## src/rtl/sp_pkg.sv

```systemverilog
// Shared types and default parameter values for the comma-aligned
// serial-to-parallel converter.
package sp_pkg;

   typedef enum logic [1:0] {
      SEARCH,
      CONFIRM,
      LOCKED
   } state_t;

   localparam logic [7:0] DEF_COMMA      = 8'hBC;
   localparam int         DEF_LOCK_COUNT = 4;

endpackage

```

## src/rtl/sp_shifter.sv

```systemverilog
// Serial input shift register; exposes the next-cycle contents so the
// control logic can compare against the word completed by the current bit.
module sp_shifter #(
   parameter int WIDTH     = 8,
   parameter bit MSB_FIRST = 1'b1
) (
   input  logic             clk_32f,
   input  logic             reset,
   input  logic             data_in,
   output logic [WIDTH-1:0] nsr
);

   logic [WIDTH-1:0] sr;

   always_comb begin
      if (MSB_FIRST) nsr = {sr[WIDTH-2:0], data_in};
      else           nsr = {data_in, sr[WIDTH-1:1]};
   end

   always_ff @(posedge clk_32f) begin
      if (reset) sr <= '0;
      else       sr <= nsr;
   end

endmodule

```

## src/rtl/serial_paralelo_param.sv

```systemverilog
// Serial-to-parallel converter with comma search, lock confirmation and
// optional loss of lock after a run of comma-free words.
module serial_paralelo_param
   import sp_pkg::*;
#(
   parameter int               WIDTH      = 8,
   parameter logic [WIDTH-1:0] COMMA      = WIDTH'(DEF_COMMA),
   parameter int               LOCK_COUNT = DEF_LOCK_COUNT,
   parameter int               UNLOCK_GAP = 0,
   parameter bit               MSB_FIRST  = 1'b1
) (
   input  logic             clk_32f,
   input  logic             reset,
   input  logic             data_in,
   output logic [WIDTH-1:0] data_out,
   output logic             valid_out,
   output logic             word_stb,
   output logic             active
);

   localparam int BW = $clog2(WIDTH);
   localparam int CW = $clog2(LOCK_COUNT + 1);
   localparam int GW = (UNLOCK_GAP > 0) ? $clog2(UNLOCK_GAP + 1) : 1;

   localparam logic [BW-1:0] BMAX = BW'(WIDTH - 1);
   localparam logic [CW-1:0] CMAX = CW'(LOCK_COUNT);
   localparam logic [GW-1:0] GMAX = GW'(UNLOCK_GAP);

   logic [WIDTH-1:0] nsr;
   state_t           state, state_n;
   logic [BW-1:0]    bcnt, bcnt_n;
   logic [CW-1:0]    ccnt, ccnt_n, ccnt_inc;
   logic [GW-1:0]    gcnt, gcnt_n, gcnt_inc;
   logic [WIDTH-1:0] data_n;
   logic             valid_n, stb_n, active_n;
   logic             boundary, is_comma;

   sp_shifter #(
      .WIDTH     (WIDTH),
      .MSB_FIRST (MSB_FIRST)
   ) u_shifter (
      .clk_32f (clk_32f),
      .reset   (reset),
      .data_in (data_in),
      .nsr     (nsr)
   );

   always_comb begin
      state_n  = state;
      bcnt_n   = (bcnt == BMAX) ? '0 : bcnt + 1'b1;
      ccnt_n   = ccnt;
      gcnt_n   = gcnt;
      data_n   = data_out;
      valid_n  = valid_out;
      stb_n    = 1'b0;
      active_n = active;
      boundary = (bcnt == BMAX);
      is_comma = (nsr == COMMA);
      ccnt_inc = (ccnt == CMAX) ? ccnt : ccnt + 1'b1;
      gcnt_inc = (gcnt == GMAX) ? gcnt : gcnt + 1'b1;
      case (state)
         SEARCH: begin
            valid_n = 1'b0;
            // Any bit offset may start a word; a comma fixes the alignment.
            if (is_comma) begin
               bcnt_n = '0;
               ccnt_n = CW'(1);
               gcnt_n = '0;
               if (LOCK_COUNT == 1) begin
                  state_n  = LOCKED;
                  active_n = 1'b1;
               end else begin
                  state_n = CONFIRM;
               end
            end
         end
         CONFIRM: begin
            valid_n = 1'b0;
            if (boundary) begin
               if (is_comma) begin
                  ccnt_n = ccnt_inc;
                  if (ccnt_inc == CMAX) begin
                     state_n  = LOCKED;
                     active_n = 1'b1;
                     gcnt_n   = '0;
                  end
               end else begin
                  state_n = SEARCH;
                  ccnt_n  = '0;
               end
            end
         end
         LOCKED: begin
            if (boundary) begin
               data_n  = nsr;
               stb_n   = 1'b1;
               valid_n = !is_comma;
               gcnt_n  = is_comma ? '0 : gcnt_inc;
               // The word that exhausts the gap is still delivered as valid.
               if ((UNLOCK_GAP > 0) && !is_comma && (gcnt_inc == GMAX)) begin
                  state_n  = SEARCH;
                  active_n = 1'b0;
                  ccnt_n   = '0;
                  gcnt_n   = '0;
               end
            end
         end
         default: begin
            state_n = SEARCH;
         end
      endcase
   end

   always_ff @(posedge clk_32f) begin
      if (reset) begin
         state     <= SEARCH;
         bcnt      <= '0;
         ccnt      <= '0;
         gcnt      <= '0;
         data_out  <= '0;
         valid_out <= 1'b0;
         word_stb  <= 1'b0;
         active    <= 1'b0;
      end else begin
         state     <= state_n;
         bcnt      <= bcnt_n;
         ccnt      <= ccnt_n;
         gcnt      <= gcnt_n;
         data_out  <= data_n;
         valid_out <= valid_n;
         word_stb  <= stb_n;
         active    <= active_n;
      end
   end

endmodule

```

## config.mk

```make
export PLATFORM = sky130hd
export DESIGN_NAME = serial_paralelo_param
export DESIGN_NICKNAME = d
export VERILOG_FILES = /design/src/rtl/sp_pkg.sv /design/src/rtl/sp_shifter.sv /design/src/rtl/serial_paralelo_param.sv
export SDC_FILE = /design/constraint.sdc
export NUM_CORES = 1
export LEC_CHECK = 0
export BUFFER_PORTS_ARGS = -buffer_cell sky130_fd_sc_hd__buf_2
export CORE_MARGIN = 1.5
export CORE_UTILIZATION = 45
export DETAILED_ROUTE_END_ITERATION = 10
export PLACE_DENSITY_LB_ADDON = 0.1
export SETUP_SLACK_MARGIN = 0.3
export SYNTH_ARGS = -nofsm -noshare
export SYNTH_HDL_FRONTEND = slang
export SYNTH_SLANG_ARGS = --single-unit
```

## constraint.sdc

```tcl
create_clock -name clk_32f -period 3.24 [get_ports clk_32f]
set_input_delay 0.162 -clock clk_32f [delete_from_list [all_inputs] [get_ports clk_32f]]
set_output_delay 0.162 -clock clk_32f [all_outputs]
set_load 0.01 [all_outputs]
```

==> flow_summary_export.csv <==
group,metric,value,unit
clock_network,cts_tree,"yes",
global_route,grt_pass1_vias,665,
critical_path,reg2reg_slack,1.47,ns
logic_synthesis,async_reset_ff_share,0,%
critical_path,critPathKind,"flop to flop",
detailed_routing,dr.first_iter.drc_count,5,
floorplan,start_util,46.8,%
critical_path,cp.arrival,2.03,ns
logic_synthesis,synth_area_leader_cell,"dfxtp_1",
logic_synthesis,synthMuxAreaShare,7.88,%
logic_synthesis,synth_top_flop_cell,"dfxtp_1",
cells_and_area,fillers,223,
cells_and_area,area_growth,13.4,%
placement,place.gp.congestion,0.879,
global_route,grt_usage,14.6,%
cells_and_area,drive_above_1_share,16.7,%
critical_path,critical_path_required,3.50,ns
logic_synthesis,synth-edff-count,0,
hold_path,min_from,"data_in",
critical_path,rr_worst_depth,6,
critical_path,endpoint_kind,"flop",
logic_synthesis,syn-num-nets,108,
floorplan,fp-row-count,17,
clock_network,cts.repair.resized,0,
placement,placedCellCount,138,
sta,clock_skew,0.00389,ns
cells_and_area,n_antenna_cell,0,
sta,worstMarginPinSlew,0.617,ns
sta,max_clock_freq,564,MHz
clock_network,cts_buffer_depth,2,
logic_synthesis,synth_seq_cells,26,
detailed_routing,routed-via-count,721,
logic_synthesis,synth-compound-area-share,10.5,%
floorplan,die_area,0.00255,sq mm
detailed_routing,avgViaCountPerCell,5.08,
logic_synthesis,yosys.area.top_type_share,51.2,%
logic_synthesis,synth-xor-area-share,0,%
logic_synthesis,synthesis.instances,101,
floorplan,dieWidth,50.5,um
sta,hold_viol_final,0,
critical_path,r2r-start,"ccnt[0]",
floorplan,die_h,50.5,um
cells_and_area,final_net_count,122,
clock_network,holdBufCountCts,0,
status,status,"completed",
sta,setup_viol,0,
power_and_ir_drop,peakVddDrop,491,uV
sta,final.setup.tns,0,ns
logic_synthesis,synth_adder_area_share,4.93,%
global_route,grt_antenna_before_repair,0,
placement,post-dp-hpwl,1130,um
logic_synthesis,ys_warn_count,0,
logic_synthesis,synth_top_family_by_area,"simple AND/OR/NAND/NOR gates",
global_route,grt.overflow.total,0,
detailed_routing,avgRoutedWirePerCell,11.5,um
critical_path,startpoint_type,"flop",
flow_run,maxCapViolations,0,
logic_synthesis,synth-seq-area-share,51.2,%
power_and_ir_drop,p_per_area,487,mW/mm^2
logic_synthesis,synth.top_cells.by_area,"dfxtp_1, mux2i_1, ha_1, nor2b_1, nor2_1",
critical_path,r2r_end,"active",
sta,period_needed,1.77,ns
sta,rsz0062_at_grt,"false",
power_and_ir_drop,power_leakage,0.515,nW
floorplan,core-area,0.00217,sq mm
placement,io_buffers,13,
detailed_routing,first_pass_iters,4,
clock_network,postCtsSetupRepairBufs,0,
hold_path,hold_path_depth,2,
sta,fin_crit_sh,54.7,%
detailed_routing,ant_nets,0,
detailed_routing,drcViolationCount,0,
clock_network,clk_latency,0.32,ns
logic_synthesis,yosys.area_share.simple,22.8,%
global_route,grt_max_degree,24,
logic_synthesis,synth.lib_cells_used.distinct,30,
clock_network,root_buffer,"clkbuf_4",
hold_path,hold_class,"primary input to flop",
sta,finalMaxSlewViolations,0,
clock_network,cts.clk_slew.worst_paths,0.14,ns
hold_path,min_to,"u_shifter.sr[0]",
logic_synthesis,syn_avg_cell_area,10.1,sq um
critical_path,crit_fanout,5,
clock_network,cts_buffers,3,
detailed_routing,drt_wl_total,1630,um
clock_network,h-tree-depth,1,
cells_and_area,instances_no_fill,142,
global_route,grt_pass1_wl,2780,um
sta,slew_headroom,58.7,%
clock_network,cts.sinks,26,
floorplan,ios,14,
logic_synthesis,synth_area,0.00102,sq mm
==> power breakdown <==
| part | switching [mW] | total (mW) | leakage, nW | internal [mW] |
|---|---|---|---|---|
| logic | 0.00737 | 0.0128 | 0.276 | 0.00539 |
| registers | 0.00244 | 0.327 | 0.211 | 0.325 |
| clock network | 0.0955 | 0.221 | 0.0279 | 0.125 |
| total | 0.105 | 0.561 | 0.515 | 0.455 |
==> logic make-up (layout without fill, tap and decap cells) <==
logic type	count (synthesis)	in the layout
muxes	8	8
and+or+nand+nor	41	41
DFF	26	26
AOI/OAI and AO/OA	15	15
buffers and inverters	7	20
adders and majority gates	4	4
==> layer usage <==
layer	up-vias	part of all wire, %	global-route usage (%)
met5	-	0	0
met3	4	3.4	5.65
li1	377	-	-
met1	329	51	17.6
met4	0	1.7	6.76
met2	11	44	23.0
==> worst max path at each step <==
| stage | start | end |
|---|---|---|
| floorplan | ccnt[0] | state[0] |
| global placement | ccnt[0] | state[0] |
| detailed placement | ccnt[0] | state[0] |
| CTS | ccnt[0] | active |
| global route | ccnt[0] | active |
| finish | ccnt[0] | active |
==> sequential cells by signal, summed over array words and instances (netlist names) <==
name,cells
u_shifter.sr,7
active,1
ccnt,3
bcnt,3
word_stb,1
data_out,8
valid_out,1
state,2
==> metrics by stage <==
stage | power (mW) | instance area [sq um] | hold slack [ns] | util (%) | setup slack [ns]
2_1_floorplan | 0.343 | 1020 | 0.234 | - | 1.59
3_3_place_gp | 0.347 | 1100 | 0.408 | 50.7 | 1.54
3_5_place_dp | 0.347 | 1100 | 0.420 | 50.7 | 1.50
4_1_cts | 0.569 | 1150 | 0.0707 | 53.1 | 1.45
5_1_grt | 0.586 | 1150 | 0.0687 | 53.1 | 1.29
6_report | 0.561 | 1150 | 0.0739 | 53.1 | 1.47
==> cell type report <==
class / instances / area (sq um) / share of cell area [%]
inverters: 3 / 11.3 / 0.977
clock buffers: 3 / 22.5 / 1.95
multi-input cells: 68 / 468 / 40.6
clock inverters: 1 / 30.0 / 2.61
flip-flops and latches: 26 / 520 / 45.2
repair buffers: 13 / 65.1 / 5.65
well taps: 28 / 35.0 / 3.04
==> cells in the mapped netlist (2+ instances only) <==
master    count
nor2b_1       8
ha_1          4
inv_1         3
and2_1        2
nand4_1       2
clkbuf_1      3
mux2i_1       8
nand3_1       2
nand2_1       3
a21oi_1       5
a21o_1        2
nor2_1       13
nand3b_1      2
nand2b_1      2
nor3_1        2
dfxtp_1      26
==> cell usage in the layout (no fill, tap or decap), drive strengths merged, types with 2 or more instances in the layout <==
cell type	Yosys	final
nor2	14	14
and2	2	2
a211oi	2	2
ha	4	4
a21oi	5	5
mux2i	8	8
nand3b	2	2
buf	1	13
nor2b	8	8
nand2b	2	2
inv	3	3
nand2	3	3
nand4	2	2
nand3	2	2
clkbuf	3	3
dfxtp	26	26
nor3	2	2
a21o	2	2
==> critical path, stage by stage (launching register included) <==
cell and delay, ns:
dfxtp_1 0.42, inv_1 0.09, ha_1 0.25, or3b_1 0.40, a211oi_2 0.25, o211ai_1 0.13, a21oi_1 0.17
Power figures use the tool's default switching activity.
